### src/rtl/mult_div_unit_pkg.sv
// Shared definitions for the multicycle MULT/DIV responder: funct codes and FSM states.
// The state encoding is shared with the control unit's MULT/DIV wait states.
package mult_div_unit_pkg;

    localparam logic [5:0] FUNCT_MULT = 6'b011000;
    localparam logic [5:0] FUNCT_DIV  = 6'b011010;

    typedef enum logic [1:0] {
        ST_IDLE     = 2'd0,
        ST_MULT_RUN = 2'd1,
        ST_DIV_RUN  = 2'd2,
        ST_FINISH   = 2'd3
    } md_state_t;

endpackage

### src/rtl/mult_div_unit_div_restoring_step.sv
// One restoring-division step: shift {rem,quot} left, trial-subtract the divisor,
// keep the difference and set the quotient bit when it does not go negative.
module div_restoring_step #(
    parameter int WIDTH = 32
) (
    input  logic [WIDTH-1:0] rem_in,
    input  logic [WIDTH-1:0] quot_in,
    input  logic [WIDTH-1:0] divisor,
    output logic [WIDTH-1:0] rem_out,
    output logic [WIDTH-1:0] quot_out
);

    logic [WIDTH:0] rem_shift;
    logic [WIDTH:0] trial;

    always_comb begin
        rem_shift = {rem_in, quot_in[WIDTH-1]};
        trial     = rem_shift - {1'b0, divisor};
        if (trial[WIDTH]) begin
            rem_out  = rem_shift[WIDTH-1:0];
            quot_out = {quot_in[WIDTH-2:0], 1'b0};
        end else begin
            rem_out  = trial[WIDTH-1:0];
            quot_out = {quot_in[WIDTH-2:0], 1'b1};
        end
    end

endmodule

### src/rtl/mult_div_unit.sv
// Multicycle signed MULT (radix-2 Booth) / DIV (restoring, on magnitudes) into HI/LO.
// Done pulses WIDTH+1 cycles after an accepted start (1 cycle for divide-by-zero).
module mult_div_unit
    import mult_div_unit_pkg::*;
#(
    parameter int WIDTH = 32,
    parameter int CNT_W = 6
) (
    input  logic             clk,
    input  logic             reset,
    input  logic             start_mult,
    input  logic             start_div,
    input  logic [WIDTH-1:0] op_a,
    input  logic [WIDTH-1:0] op_b,
    output logic             busy,
    output logic             done,
    output logic             div_by_zero,
    output logic [WIDTH-1:0] hi,
    output logic [WIDTH-1:0] lo
);

    localparam logic [CNT_W-1:0] LAST_STEP = CNT_W'(WIDTH - 1);

    md_state_t state, state_next;
    logic [CNT_W-1:0] cnt;

    // Booth product register: {upper (WIDTH+1), multiplier (WIDTH), q-1}.
    // The extra upper bit keeps subtracting a -2^(WIDTH-1) multiplicand from overflowing.
    logic [2*WIDTH+1:0] acc;
    logic [2*WIDTH+1:0] acc_next;
    logic [WIDTH-1:0]   mcand;
    logic [WIDTH:0]     mcand_ext;
    logic [WIDTH:0]     upper_new;
    logic signed [2*WIDTH+1:0] booth_pre;

    logic [WIDTH-1:0] rem, quot, divisor;
    logic [WIDTH-1:0] rem_next, quot_next;
    logic             sign_a, sign_b;
    logic             is_div, dz;
    logic [WIDTH-1:0] a_mag, b_mag;

    assign a_mag = op_a[WIDTH-1] ? -op_a : op_a;
    assign b_mag = op_b[WIDTH-1] ? -op_b : op_b;
    assign busy  = (state != ST_IDLE);

    always_comb begin
        mcand_ext = {mcand[WIDTH-1], mcand};
        upper_new = acc[2*WIDTH+1:WIDTH+1];
        case (acc[1:0])
            2'b01:   upper_new = acc[2*WIDTH+1:WIDTH+1] + mcand_ext;
            2'b10:   upper_new = acc[2*WIDTH+1:WIDTH+1] - mcand_ext;
            default: upper_new = acc[2*WIDTH+1:WIDTH+1];
        endcase
        booth_pre = {upper_new, acc[WIDTH:0]};
        acc_next  = booth_pre >>> 1;
    end

    div_restoring_step #(.WIDTH(WIDTH)) u_div_step (
        .rem_in   (rem),
        .quot_in  (quot),
        .divisor  (divisor),
        .rem_out  (rem_next),
        .quot_out (quot_next)
    );

    always_ff @(posedge clk) begin
        if (reset) state <= ST_IDLE;
        else       state <= state_next;
    end

    always_comb begin
        state_next = state;
        case (state)
            ST_IDLE: begin
                if (start_mult)     state_next = ST_MULT_RUN;
                else if (start_div) state_next = (op_b == '0) ? ST_FINISH : ST_DIV_RUN;
            end
            ST_MULT_RUN, ST_DIV_RUN: begin
                if (cnt == LAST_STEP) state_next = ST_FINISH;
            end
            ST_FINISH: state_next = ST_IDLE;
            default:   state_next = ST_IDLE;
        endcase
    end

    always_ff @(posedge clk) begin
        if (reset) begin
            cnt         <= '0;
            acc         <= '0;
            mcand       <= '0;
            rem         <= '0;
            quot        <= '0;
            divisor     <= '0;
            sign_a      <= 1'b0;
            sign_b      <= 1'b0;
            is_div      <= 1'b0;
            dz          <= 1'b0;
            done        <= 1'b0;
            div_by_zero <= 1'b0;
            hi          <= '0;
            lo          <= '0;
        end else begin
            done        <= 1'b0;
            div_by_zero <= 1'b0;
            case (state)
                ST_IDLE: begin
                    cnt <= '0;
                    if (start_mult) begin
                        mcand  <= op_a;
                        acc    <= {{(WIDTH+1){1'b0}}, op_b, 1'b0};
                        is_div <= 1'b0;
                        dz     <= 1'b0;
                    end else if (start_div) begin
                        is_div  <= 1'b1;
                        dz      <= (op_b == '0);
                        sign_a  <= op_a[WIDTH-1];
                        sign_b  <= op_b[WIDTH-1];
                        divisor <= b_mag;
                        rem     <= '0;
                        quot    <= a_mag;
                    end
                end
                ST_MULT_RUN: begin
                    acc <= acc_next;
                    cnt <= (cnt == LAST_STEP) ? '0 : cnt + CNT_W'(1);
                end
                ST_DIV_RUN: begin
                    rem  <= rem_next;
                    quot <= quot_next;
                    cnt  <= (cnt == LAST_STEP) ? '0 : cnt + CNT_W'(1);
                end
                ST_FINISH: begin
                    done <= 1'b1;
                    // Divide-by-zero leaves HI/LO untouched for the exception handler.
                    if (dz) begin
                        div_by_zero <= 1'b1;
                    end else if (is_div) begin
                        lo <= (sign_a ^ sign_b) ? -quot : quot;
                        hi <= sign_a ? -rem : rem;
                    end else begin
                        {hi, lo} <= acc[2*WIDTH:1];
                    end
                end
                default: ;
            endcase
        end
    end

endmodule

### config.mk
export PLATFORM = sky130hd
export DESIGN_NAME = mult_div_unit
export DESIGN_NICKNAME = d
export VERILOG_FILES = /design/src/rtl/mult_div_unit_pkg.sv /design/src/rtl/mult_div_unit_div_restoring_step.sv /design/src/rtl/mult_div_unit.sv
export SDC_FILE = /design/constraint.sdc
export NUM_CORES = 1
export LEC_CHECK = 0
export ABC_AREA = 1
export CORE_UTILIZATION = 50
export CTS_BUF_LIST = sky130_fd_sc_hd__clkbuf_8
export CTS_CLUSTER_DIAMETER = 50
export DETAILED_ROUTE_END_ITERATION = 6
export HOLD_SLACK_MARGIN = 0.12
export MAX_ROUTING_LAYER = met4
export PLACE_DENSITY_LB_ADDON = 0.05
export SLEW_MARGIN = 20
export SYNTH_ARGS = -nofsm -noshare
export SYNTH_HDL_FRONTEND = slang
export SYNTH_SLANG_ARGS = --single-unit
### constraint.sdc
create_clock -name clk -period 4.1 [get_ports clk]
set_input_delay 0.82 -clock clk [delete_from_list [all_inputs] [get_ports clk]]
set_output_delay 0.82 -clock clk [all_outputs]
set_load 0.01 [all_outputs]
==> run summary <==
The tools report the number of routed nets with antenna violations as 0. The routed design has 73500 um of wire. The tools report the initial antenna violation count as 0.

Entering global routing, the biggest net connects 79 pins. Summing over every cut layer, the via total after detailed routing is 22.9k. The floorplan step defined a die boundary enclosing 41600 sq um.

The routed length on met3 is 5520 um, and the global placement routability congestion is 1.02. Share of final-layout standard cells stronger than drive strength 1: 4.85%. The path class of the tightest hold or removal check is reg2reg. After clock tree synthesis, the setup repair step added 0 buffers. Summing every instance area after synthesis gives 20400 sq um. Dividing the detail-routed wire length by the instance count gives 18.0 um. Register area share after synthesis: 26.6%. Synthesis inferred 271 register bits. Along the worst path, the maximum fanout reaches 5. The tightest slew margin relative to the limit was 34.5%. The number of max-slew violations in the final report is 0, and the cell area power density is 589 nW/um^2.

The measured slew at the worst slew-check pin was 0.982 ns. Count of distinct cell types in the synthesized netlist: 52. Across the VDD grid, the largest voltage drop is 0.000473 V.

Registers are responsible for 27.6% of the overall power. Net switching is 49.2% of the power. The count of warnings emitted by yosys was 0. The global-route wire length before repair was 115000 um; the maximum level of the CTS H-tree was 2. The tools report the switching power as 6.74 mW. Setup repair after global routing left no endpoint under its margin. The tools report the starting density of the core as 51.0%. The run gives 0.523 ns as the worst-case setup margin in the final layout. Counting every sink on the clock net gives 271. In this run the top signal layer used is met4.

STA classifies the critical path startpoint as a flop. The die is 204 um tall. By instance count, the leading cell after synthesis is nand2_1. The tools report the type of destination of the critical path as a flop.

Buffers inserted during clock tree synthesis total 51. TritonCTS built the clock tree. Summed over all cells, the static leakage comes to 10.9 nW. The synthesized netlist cell count was 3437.

For the detailed-router iteration count before antenna repair, the log shows 6. The detailed placer's ending HPWL was 57000 um; the die span in x was 204 um. The synthesized design contains 0 enable-type register cells. The area inside the core boundary is 40000 sq um.

The mean post-synth cell area came out at 5.94 sq um. Total of endpoints with negative setup slack in the final report: 0. At the end of the flow, the number of nets in the layout was 3656. The number of placement rows came out at 73.

The run gives 2278 as the number of design-rule violations left by the first detailed-router iteration. For the post-cts resize count, the log shows 0. For this run, the leading register cell type out of synthesis is dfxtp_1. The fraction of registers with async set or reset after synthesis is 0%, and the number of inserted diodes is 0.

The internal power of the cells totals 6.94 mW. Clock tree synthesis selected as its root buffer the cell clkbuf_8. The count of buffers inserted at the top-level ports is 134. Clock latency on the worst-skew pair, taken at its later pin, is 0.67 ns.

The largest total area in the synthesized netlist belongs to dfxtp_1. For this block, wires on met1 add up to 33400 um. The logs give 3583 for the number of nets in the synthesized netlist and 0 for the count of final hold-check violations. The leftover overflow at the end of global routing was 0; the post-route fraction of the period consumed by the critical path was 87.2%. The run finished with clean final reports. The required time of the critical path was 4.67 ns; the aggregate negative setup slack was 0 ns. The number of global-route vias before repair was 20.9k. The worst setup timing slack at the placement stage is 0.665 ns, and the clock transition at the registers of the reported paths is 0.06 ns. In this run the count of I/O pins placed on the die edge is 135. In the routed layout, each cell is associated on average with a via count of 5.63. The part of the total power dissipated in combinational logic was 51.3%; the minimum period implied by the final worst setup slack was 3.58 ns. Wire segments on met2 add up to 32100 um in the final route. Per report_power, the clock group accounts for 21.1% of the total. The setup path with the least slack is of type reg2reg.

By area the synthesized netlist is led by dfxtp_1 (27%), nand2_1 (18%), a21oi_1 (9.2%). Max-cap violations in this run came to 0. After synthesis, the most frequently instantiated cells are nand2_1 (952), inv_1 (455), a21oi_1 (376).

Data on the critical path arrives at its endpoint at 4.15 ns. Overall routing resource usage: 36.1%. The number of hold buffers added after cts was 0.

For this run, the top clock speed supported by timing is 280 MHz. The area added between synthesis and finish works out to 13.7%. The number of remaining DRC errors is 0, and the area share of the largest cell type after synthesis is 26.6%. Clock skew on the completed layout was measured at 0.0390 ns. The clock passes through at most 3 buffers.
==> worst max-delay path, cell delays in order (launching register included) <==
cell,delay [ns]
dfxtp_1,0.30
inv_1,0.11
ha_1,0.19
nand3_1,0.13
nor2_1,0.25
nand3_1,0.18
o31ai_2,0.32
nand2_1,0.14
xor2_1,0.30
ha_1,0.36
a21oi_1,0.23
nor2_1,0.08
o21ai_0,0.15
nand2_1,0.06
a21oi_1,0.27
nand3_1,0.12
nand3_1,0.09
nand2_1,0.08
a21oi_1,0.13
==> routing by layer <==
| metal | vias up | GRT usage, % |
|---|---|---|
| met5 | - | - |
| met2 | 1000 | 55.0 |
| met4 | 0 | 13.2 |
| met1 | 10500 | 48.8 |
| met3 | 153 | 4.51 |
| li1 | 11300 | - |
==> per-stage QoR <==
| stage | area [sq um] | utilization [%] | instances | power, mW | hold slack [ns] |
|---|---|---|---|---|---|
| 2_1_floorplan | 20400 | - | 3437 | 8.52 | 0.441 |
| 3_3_place_gp | 22100 | 55.3 | 3982 | 10.5 | 0.453 |
| 3_5_place_dp | 22100 | 55.3 | 3982 | 10.7 | 0.456 |
| 4_1_cts | 23200 | 58.0 | 4073 | 13.6 | 0.465 |
| 5_1_grt | 23200 | 58.0 | 4073 | 14.7 | 0.481 |
| 6_report | 23200 | 58.0 | 4073 | 13.7 | 0.463 |
==> kinds of logic after synthesis <==
group	after synthesis	share of synthesized area, %
AOI/OAI and AO/OA	749	19.9
xor gates and xnor gates	93	3.99
DFF	271	26.6
buffers and inverters	620	11.6
adders and majority gates	78	4.85
and+or+nand+nor	1626	33.1
==> layout make-up <==
class | instances | area, sq um
Clock buffer | 60 | 826
Clock inverter | 31 | 275
Tap cell | 525 | 657
Inverter | 478 | 1790
Multi-Input combinational cell | 2546 | 12700
Timing Repair Buffer | 162 | 1570
Sequential cell | 271 | 5430
Fill cell | 4026 | 16800
==> sequential cells by signal, summed over array words and instances (netlist names) <==
name / cells
state: 2
dz: 1
sign_a: 1
done: 1
mcand: 32
rem: 32
sign_b: 1
acc: 65
quot: 32
is_div: 1
divisor: 32
hi: 32
div_by_zero: 1
cnt: 6
lo: 32
==> layout by cell type (no fill, tap or decap), types with 39 or more instances in the layout <==
| cell type | synthesis | layout |
|---|---|---|
| nand2_1 | 952 | 952 |
| inv_1 | 455 | 467 |
| a21oi_1 | 376 | 375 |
| nor2_1 | 320 | 319 |
| dfxtp_1 | 271 | 270 |
| o21ai_0 | 241 | 240 |
| nand3_1 | 228 | 228 |
| clkdlybuf4s50_1 | 0 | 133 |
| ha_1 | 76 | 76 |
| xor2_1 | 68 | 68 |
| clkbuf_8 | 0 | 60 |
| a31oi_1 | 39 | 39 |
==> power by group through the flow <==
| stage | sequential [mW] | combinational (mW) | clock (mW) |
|---|---|---|---|
| 3_5_place_dp | 3.80 | 6.86 | 0 |
| 5_1_grt | 3.82 | 7.81 | 3.03 |
| 4_1_cts | 3.75 | 6.89 | 2.92 |
| 2_1_floorplan | 3.54 | 4.97 | 0 |
| 3_3_place_gp | 3.78 | 6.76 | 0 |
| 6_report | 3.78 | 7.01 | 2.89 |
==> final timing paths <==
check / slack (ns) / cells after the start / from / to
worst max-delay path: 0.52 / 18 / mcand[1] / acc[61]
worst min-delay path: 0.46 / 2 / hi[13] / hi[13]
worst max register to register: 0.52 / 18 / mcand[1] / acc[61]
worst min register to register: 0.46 / 2 / hi[13] / hi[13]
No activity file was read; power rests on OpenSTA's default activity.
